**config.mk**
```make
export PLATFORM = sky130hd
export DESIGN_NAME = button_encoder
export DESIGN_NICKNAME = d
export VERILOG_FILES = /design/src/rtl/button_encoder.sv
export SDC_FILE = /design/constraint.sdc
export NUM_CORES = 1
export LEC_CHECK = 0
export CELL_PAD_IN_SITES_DETAIL_PLACEMENT = 1
export CELL_PAD_IN_SITES_GLOBAL_PLACEMENT = 1
export CORE_AREA = 2 2 56 58
export CTS_BUF_LIST = sky130_fd_sc_hd__clkbuf_8
export CTS_CLUSTER_DIAMETER = 40
export CTS_CLUSTER_SIZE = 28
export DETAILED_ROUTE_END_ITERATION = 6
export DIE_AREA = 0 0 58 60
export HOLD_SLACK_MARGIN = 0.08
export PLACE_DENSITY_LB_ADDON = 0.1
export SLEW_MARGIN = 40
export SYNTH_ARGS = -nofsm -noshare
export SYNTH_HDL_FRONTEND = slang
export SYNTH_SLANG_ARGS = --single-unit
```
**constraint.sdc**
```tcl
create_clock -name CLK -period 4.3 [get_ports CLK]
set_clock_uncertainty 0.05 [all_clocks]
set_input_delay 1.29 -clock CLK [delete_from_list [all_inputs] [get_ports CLK]]
set_output_delay 1.29 -clock CLK [all_outputs]
set_load 0.01 [all_outputs]
```
**src/rtl/button_encoder.sv**
```systemverilog
// button_encoder: synchronises, debounces and encodes four colour buttons.
// Ports: CLK, RST (sync, active-high), BTN[3:0] raw buttons, ENABLE,
//   IN[1:0] colour code, IN_VALID strobe, MULTI strobe, KEY_DOWN level.
module button_encoder #(
  parameter int SYNC_STAGES     = 2,
  parameter int DEBOUNCE_CYCLES = 16
) (
  input  logic       CLK,
  input  logic       RST,
  input  logic [3:0] BTN,
  input  logic       ENABLE,
  output logic [1:0] IN,
  output logic       IN_VALID,
  output logic       MULTI,
  output logic       KEY_DOWN
);

  localparam int CNT_W = $clog2(DEBOUNCE_CYCLES) + 1;
  localparam logic [CNT_W-1:0] CNT_LAST =
    CNT_W'(DEBOUNCE_CYCLES - 1);
  localparam logic [CNT_W-1:0] CNT_MAX = '1;

  typedef enum logic [1:0] {
    RELEASE_S,
    ARMED_S,
    PRESS_S
  } state_t;

  logic [SYNC_STAGES-1:0][3:0] sync_q;
  logic [3:0]       sync;

  state_t           state;
  state_t           state_n;
  logic [CNT_W-1:0] count;
  logic [CNT_W-1:0] count_n;
  logic [CNT_W-1:0] cnt_inc;
  logic [3:0]       pat;
  logic [3:0]       pat_n;
  logic [1:0]       in_n;
  logic             valid_n;
  logic             multi_n;

  // Stage 0 takes the raw pins; the last stage is the
  // only one the rest of the block looks at.
  always_ff @(posedge CLK) begin
    if (RST) begin
      sync_q <= '0;
    end else begin
      sync_q <= {sync_q[SYNC_STAGES-2:0], BTN};
    end
  end

  assign sync     = sync_q[SYNC_STAGES-1];
  assign KEY_DOWN = |sync;

  // Saturating increment keeps the counter from wrapping.
  assign cnt_inc = (count == CNT_MAX) ?
                   count : count + CNT_W'(1);

  always_ff @(posedge CLK) begin
    if (RST) begin
      state    <= RELEASE_S;
      count    <= '0;
      pat      <= '0;
      IN       <= '0;
      IN_VALID <= 1'b0;
      MULTI    <= 1'b0;
    end else begin
      state    <= state_n;
      count    <= count_n;
      pat      <= pat_n;
      IN       <= in_n;
      IN_VALID <= valid_n;
      MULTI    <= multi_n;
    end
  end

  always_comb begin
    state_n = state;
    count_n = count;
    pat_n   = pat;
    in_n    = IN;
    valid_n = 1'b0;
    multi_n = 1'b0;
    unique case (state)
      RELEASE_S: begin
        // Any key resets the release run; a full run arms.
        if (|sync) begin
          count_n = '0;
        end else if (count == CNT_LAST) begin
          state_n = ARMED_S;
          count_n = '0;
        end else begin
          count_n = cnt_inc;
        end
      end
      ARMED_S: begin
        if (|sync) begin
          pat_n   = sync;
          count_n = '0;
          state_n = PRESS_S;
        end
      end
      PRESS_S: begin
        // A change of pattern drops back to ARMED_S so the
        // next stable pattern starts a fresh debounce.
        if (sync != pat) begin
          state_n = ARMED_S;
        end else if (count == CNT_LAST) begin
          state_n = RELEASE_S;
          count_n = '0;
          if ($onehot(pat)) begin
            if (ENABLE) begin
              valid_n = 1'b1;
              unique case (1'b1)
                pat[0]:  in_n = 2'd0;
                pat[1]:  in_n = 2'd1;
                pat[2]:  in_n = 2'd2;
                pat[3]:  in_n = 2'd3;
                default: in_n = IN;
              endcase
            end
          end else begin
            multi_n = 1'b1;
          end
        end else begin
          count_n = cnt_inc;
        end
      end
      default: begin
        state_n = RELEASE_S;
        count_n = '0;
      end
    endcase
  end

endmodule

```
# [Word level (Yosys, flattened, before mapping)]
# Cells that the tools add are included.
[totals] elab_cells=51 input_bits=7 out_inout_bits=5 ff_bits=23
[classes] bitwise=4 eq_ne=11 n_mux=15 reduce_logical=9 addsub=4
[ops] operator="5-bit two-way mux" n=5
[ops] operator="5-bit case mux with 3 select lines" n=1
[ops] operator="2-bit two-way mux" n=5
[ops] operator="2-bit inequality test, second input constant" n=4
[ops] operator="2-bit case mux with 4 select lines" n=1
[ops] operator="4-bit OR reduction" n=2
[ops] operator="2-bit case mux with 3 select lines" n=1
[ops] operator="6-bit AND reduction" n=1
[ops] operator="5-bit by 1-bit adder with 5-bit output, second input constant" n=1
[ops] operator="5-bit by 4-bit equality test with 1-bit output, second input constant" n=1
[ops] operator="5-bit equality test, second input constant" n=1
[ops] operator="5-bit OR reduction" n=1
[ops] operator="1-bit by 1-bit adder with 2-bit output" n=2
[ops] operator="4-bit inequality test" n=1
[ops] operator="1-bit inverter" n=4
[ops] operator="2-bit AND reduction" n=2
[ops] operator="4-bit AND reduction" n=1
[ops] operator="4-bit nonzero test" n=1
[ops] operator="2-bit by 2-bit adder with 3-bit output" n=1
[ops] operator="3-bit by 1-bit equality test with 1-bit output, second input constant" n=1
[ops] operator="3-bit inequality test, second input constant" n=1
[ops] operator="2-bit by 1-bit equality test with 1-bit output, second input constant" n=1
[ops] operator="2-bit equality test, second input constant" n=1
[ops] operator="2-bit logical NOT" n=1
[ops] operator="1-bit two-way mux" n=2

# [Depth between registers and ports, before layout]
# Gate-level depths: netlist of run 1.
[depth] word_depth=5 ltp_mapped=9 ltp_nobuf=9

# [Worst setup path after synthesis of run 1]
# OpenSTA, ideal clock, no wires.
[synth_path] kind="register -> register" startpoint="register pat[0]" endpoint="register IN[0]" n_path_buf=0 arrival_ns=2.170 synth_period_minus_slack_ns=2.305 path_slack_ns=1.995 t_required_ns=4.164 setup_ns=0.086 path_stages_with_launch=10 cell_sequence="dfxtp_1 > inv_1 > fa_1 > inv_1 > ha_1 > ha_1 > nor3b_1 > and2_1 > a41oi_1 > a211oi_1"
[synth_via] elab_chain_cells=4 elab_cells_between_ends=8 cone_classes="2 x add/sub; 2 x eq/ne; 1 x mux; 1 x bitwise; 2 x reduce/logical"
[synth_lines] item="from (decl)" line_no="37" source="logic [3:0] pat;"
[synth_lines] item="from (signal assigned)" line_no="71" source="pat <= pat_n;"
[synth_lines] item="1-bit by 1-bit adder with 2-bit output (not written as such)" line_no="112" source="if ($onehot(pat)) begin"
[synth_lines] item="2-bit by 2-bit adder with 3-bit output (not written as such)" line_no="112"
[synth_lines] item="3-bit by 1-bit equality test with 1-bit output" line_no="112"
[synth_lines] item="6-bit AND reduction (no line)"
[synth_lines] item="to (signal assigned)" line_no="72" source="IN <= in_n;"
[synth_lines] item="to (decl)" line_no="12" source="output logic [1:0] IN,"
# Several ways; a longest one is shown, not always the timed one.
# A chain may end at the register's enable or synchronous reset.

# [Worst setup path in the final report of run 1]
[layout_path] startpoint="register sync_q, in the netlist sync[0]" endpoint="output KEY_DOWN"
[layout_via] elab_chain_cells=1
[layout_lines] item="from (decl)" line_no="29" source="logic [SYNC_STAGES-1:0][3:0] sync_q;"
[layout_lines] item="from (signal assigned)" line_no="49" source="sync_q <= {sync_q[SYNC_STAGES-2:0], BTN};"
[layout_lines] item="4-bit OR reduction" line_no="54" source="assign KEY_DOWN = |sync;"
[layout_lines] item="to (decl)" line_no="15" source="output logic KEY_DOWN"
# No other way between the ends.

==> metrics, run 1 <==
sequential fraction of the synthesis area 0.416; critical path depth 3; family with the most delay on the worst path buffers and inverters; Multi-input gate area 609 µm²; final hold vios 0; Ys Warns 0; critical path class register to primary output; switching share of power 0.237; Post-synth EDFFs 0; RSZ-0062 raised after global routing no; via count 860; Max Transition Viols Final 0; # port buffers 11; R2R cell count 9; WL met2 1.11 mm; RePlAce Congestion 0.769; Reg clk slew, reported paths 0.09 ns; final setup violation count 0; count leader, synth dfxtp_1; CTS resizes 0; Yosys top cell area share 0.416; Cell Pwr Density 303 nW/µm²; Leakage 0.000517 µW; Comb power frac 0.079; synth top area cells dfxtp_1 (42%), nor2b_1 (7.9%), ha_1 (4.5%), xor2_1 (3.2%), inv_1 (2.4%); Starting Density 0.381; Post-CTS Setup Repair Bufs 0; CP arrival 1.60 ns; synthesis-to-layout area growth 16.9%; Clock Sinks 23; WL/cell 14.3 µm; Detailed Place HPWL 1.66 mm; Yosys reg bits 23; hold_buf cts 0; DRC errors left 0; Synth Flop Type dfxtp_1; Total Neg Setup Slack 0 ns; CTS tree built; Slew headroom 0.610; WL met3 73 µm; Critical Path Start sync[0]; fillcell total 344; core footprint 2900 µm²; DRT met1 WL 1.06 mm; total CTS buffers 3; First DRT Iteration DRCs 20; reg-to-reg startpoint pat[0]; CP Capture Type primary output; CTS Buffer Depth 2; Fmax achieved 340 MHz; Top Ports 12; worst skew pair latency 0.27 ns; layout cells sized above 1 0.0938; Post-synth top cells dfxtp_1 (23), nor2b_1 (14), inv_1 (7), nand2_1 (7), a21oi_1 (5); die height 60 µm; Total Routing Usage GR 0.158; H-tree depth 1; CP peak stage delay 0.49 ns; Period Utilization, post-route 0.684; VDD IR max 0.191 mV; FP Rows 20; antenna cells 0; Reg2Reg Setup Slack 1.69 ns; Sw Pwr 93.2 µW; first-pass GRT wire length 4.04 mm; DRT Pass-1 Iters 4; Final #Nets 141; largest net degree at the start of global routing 26; RR Endpoint IN[0]; crit path cell chain nor4_4 -> inv_2 -> clkdlybuf4s50_1; Syn Nets 127; Hold/Removal Path Class register to register; CP max FO 4; Root Buffer clkbuf_8; die width 58 µm; Congestion Overflow GR 0; die area 3480 µm²; final hold slack 0.394 ns; worst slew pin tran 0.580 ns; Buffers & Inverters on Critical Path 2; Vias per Instance 5.34; sequential standard cell area 460 µm²; Clock power frac 0.354; synthesized area per cell 9.63 µm²; Synth cell types 39; cell taking the most area after synthesis dfxtp_1; vias in the first global route 862; Max Used Layer met4; Slowest cell on crit path clkdlybuf4s50_1; Worst Path Required 2.96 ns; antenna-violating nets left 0; status finished clean; Detailed Route WL 2.30 mm; initial antenna violation count 0; Cell Area, Synth 1110 µm²; Mapped Cells 115; CP Launch Type register; Worst setup endpoint KEY_DOWN; max_cap viols 0; sequential power share 0.567; Pint 300 µW; Final min period 2.94 ns; FFs w/ async S/R, synth 0
## logic make-up after synthesis
kind of cell	count (synthesis)	share of synthesized area
adder cells (fa/ha/maj)	5	0.0633
buffers and inverters	10	0.0339
AO/OA/AOI/OAI	22	0.154
AND/OR/NAND/NOR	48	0.273
flip-flops	23	0.416
multiplexers	3	0.0282
XOR/XNOR	4	0.0316
## per-stage QoR
stage	cells	total power, µW	cell area (µm²)	utilization	worst slack (ns)
6_report	161	393	1290	0.446	1.36
5_1_grt	161	415	1290	0.446	1.24
4_1_cts	161	399	1300	0.448	1.35
3_5_place_dp	157	260	1250	0.431	1.32
3_3_place_gp	157	259	1250	0.431	1.38
2_1_floorplan	115	247	1110	-	1.99
## worst min path at each step
| stage | from | end | slack, ns | cells after the start |
|---|---|---|---|---|
| 2_1_floorplan | sync_q[0] | sync[0] | 0.36 | 1 |
| 3_3_place_gp | sync_q[2] | sync[2] | 0.37 | 1 |
| 3_5_place_dp | sync_q[1] | sync[1] | 0.38 | 1 |
| 4_1_cts | sync_q[1] | sync[1] | 0.40 | 1 |
| 5_1_grt | sync_q[1] | sync[1] | 0.42 | 1 |
| 6_report | sync_q[1] | sync[1] | 0.39 | 1 |
## power groups by stage
| stage | Sequential [µW] | Combinational, µW | Clock, µW |
|---|---|---|---|
| 2_1_floorplan | 227 | 19.9 | 0 |
| 6_report | 223 | 30.9 | 139 |
| 3_5_place_dp | 228 | 31.7 | 0 |
| 4_1_cts | 223 | 31.9 | 144 |
| 5_1_grt | 224 | 34.2 | 157 |
| 3_3_place_gp | 228 | 31.1 | 0 |
## routing by layer
metal	up-vias	GRT usage
met2	14	0.269
met3	5	0.0325
met1	405	0.183
met4	0	0.0897
li1	436	-
met5	-	0
## layout make-up
class,instances,area share
Multi-Input combinational cell,82,0.471
Sequential cell,23,0.356
Clock inverter,1,0.00580
Tap cell,33,0.0319
Inverter,8,0.0232
Clock buffer,3,0.0319
Timing Repair Buffer,11,0.0812
## sequential cells by signal (all words and copies together) (netlist names)
name / count
count: 5
pat: 4
sync: 4
sync_q: 4
IN: 2
state: 2
IN_VALID: 1
MULTI: 1
## cell usage in the layout, fill, tap and decap left out, types with 3 or more instances in the layout
master	count
a22oi_1	3
nor2_1	3
dfxtp_1	23
inv_1	7
and2_1	3
a31oi_1	3
nand3b_1	3
nand2_1	7
clkdlybuf4s50_1	10
ha_1	4
a21oi_1	5
xor2_1	4
nand3_1	3
nor2b_1	14
clkbuf_8	3
(Power assumes the default switching activity.)
==> run 2, diff against run 1 <==
==> constraint.sdc (replaced) <==
create_clock -name CLK -period 2.95 [get_ports CLK]
set_clock_uncertainty 0.05 [all_clocks]
set_input_delay 0.885 -clock CLK [delete_from_list [all_inputs] [get_ports CLK]]
set_output_delay 0.885 -clock CLK [all_outputs]
set_load 0.01 [all_outputs]
==> run 2 against run 1 <==
Compared with the run above:
- worst setup slack got worse by 0.99 ns
- cell area rose by 0.77%
- flip-flop and latch count did not move
- cell count rose by 0.62%
- critical path type is now register to register
- largest power group unchanged
- highest routed layer unchanged
==> metrics, run 2 (synthesis gave the netlist of run 1 again) <==
max_cap viols 0 (unchanged); Final Worst Setup Slack 0.372 ns (-0.987 ns); Hold Path Stages 1 (unchanged); status finished clean; First DRT Iteration DRCs 27 (+35%); DRC errors left 0 (unchanged); total power 567 µW (+44%); die height 60 µm (unchanged); max reg flops 5 (unchanged); CTS resizes 0 (unchanged); die area 3480 µm² (unchanged); Final #Nets 142 (+0.71%); DRT Pass-1 Iters 3 (-1); final instance area 1310 µm² (+0.77%); vias in the first global route 881 (+2.2%); Total Neg Setup Slack 0 ns (unchanged); Top Ports 12 (unchanged); hold path start sync_q[0]; Slew headroom 0.619 (+0.00952); hold_buf cts 0 (unchanged); CP Capture Type register; WL/cell 14.0 µm (-2.1%); core footprint 2900 µm² (unchanged); Max Transition Viols Final 0 (unchanged); CP max FO 4 (unchanged); RePlAce Congestion 0.787 (+2.3%); Clock Sinks 23 (unchanged); R2R cell count 9 (unchanged); critical path class register to register; Multi-input gate area 609 µm² (unchanged); Congestion Overflow GR 0 (unchanged); Fmax achieved 388 MHz; most frequent cells in the layout dfxtp_1 (23), nor2b_1 (14), clkdlybuf4s50_1 (11); RR Endpoint IN[0]; Detailed Route WL 2.26 mm (-1.5%); Critical Path Start pat[1]; Reg clk slew, reported paths 0.08 ns (about the same); Leakage 0.000525 µW (+1.7%); commonest non-fill, non-tap cell in the layout dfxtp_1; Detailed Place HPWL 1.70 mm (+2.3%); via count 877 (+2.0%); Starting Density 0.381 (unchanged); total CTS buffers 3 (unchanged); antenna cells 0 (unchanged); Cell Pwr Density 435 nW/µm² (+43%); CP arrival 2.71 ns (+1.11 ns); worst skew pair latency 0.27 ns (about the same); Period Utilization, post-route 0.874; Root Buffer clkbuf_8; Setup WS pre-CTS 0.388 ns (-0.937 ns); final setup violation count 0 (unchanged); Largest Register count; RSZ-0062 raised after global routing no; synthesis-to-layout area growth 17.9%; VDD IR max 0.293 mV (+53%); CTS tree built; sequential standard cell area 460 µm² (unchanged); Final min period 2.58 ns; Min-Delay Endpoint sync[0]; Worst Path Required 3.08 ns (+0.12 ns); Reg2Reg Setup Slack 0.37 ns (-1.32 ns); Total Routing Usage GR 0.154 (-0.00371); die width 58 µm (unchanged); worst slew pin tran 0.566 ns (-0.0141 ns); reg-to-reg startpoint pat[1]; final core occ 0.450 (+0.00345); initial antenna violation count 0 (unchanged); first-pass GRT wire length 4.03 mm (-0.35%); largest net degree at the start of global routing 15 (-42%); antenna-violating nets left 0 (unchanged); FP Rows 20 (unchanged); fillcell total 348 (+1.2%); Hold/Removal Path Class register to register; CP Launch Type register; layout cells sized above 1 0.0930 (-0.000727); Post-CTS Setup Repair Bufs 0 (unchanged); Placed Area 1260 µm² (+0.60%); # port buffers 11 (unchanged); H-tree depth 1 (unchanged); final hold vios 0 (unchanged); Vias per Instance 5.41 (+1.3%); CTS Buffer Depth 2 (unchanged)
-- run 2: cell types whose count changed in the layout (fill, tap and decap cells not counted), sizes merged --
cell,delta
clkinv,+1
clkinvlp,-1
clkdlybuf4s50,+1
-- run 2: through the flow --
| step | std cells | hold slack (ns) |
|---|---|---|
| finish | 162 | 0.390 |
| global route | 162 | 0.413 |
| CTS | 162 | 0.394 |
| detailed placement | 158 | 0.375 |
| global placement | 158 | 0.370 |
| floorplan | 115 | 0.364 |
-- run 2: cell type report --
cell class	count	share of cell area
repair buffers	12	0.0901
flip-flops and latches	23	0.353
well taps	33	0.0316
multi-input cells	82	0.467
clock inverters	1	0.00384
clock buffers	3	0.0316
inverters	8	0.0230
-- run 2: worst max-delay path by stage --
| stage | end | cells past startpoint |
|---|---|---|
| CTS | IN[0] | 9 |
| global placement | IN[0] | 9 |
| detailed placement | IN[0] | 9 |
| global route | IN[0] | 9 |
| floorplan | IN[0] | 9 |
| finish | IN[0] | 9 |
-- run 2: worst max-delay path, cell delays in order, from the launching register on --
cell and delay, ns:
dfxtp_1 0.42, inv_1 0.10, fa_1 0.50, inv_1 0.04
ha_1 0.17, ha_1 0.27, nor3b_1 0.32, and2_1 0.22
a41oi_1 0.14, a211oi_1 0.25
-- run 2: per-layer routing --
layer | track usage | wire (µm)
met1 | 0.192 | 1050
met2 | 0.255 | 1090
met3 | 0.0325 | 76
met4 | 0.0698 | 38
met5 | 0 | 0
-- run 2: report_power, final --
part / internal [µW] / leakage [µW] / switching [µW]
sequential: 318 / 0.000187 / 7.28
clock: 94.4 / 0.0000255 / 101
combinational: 24.7 / 0.000313 / 22.1
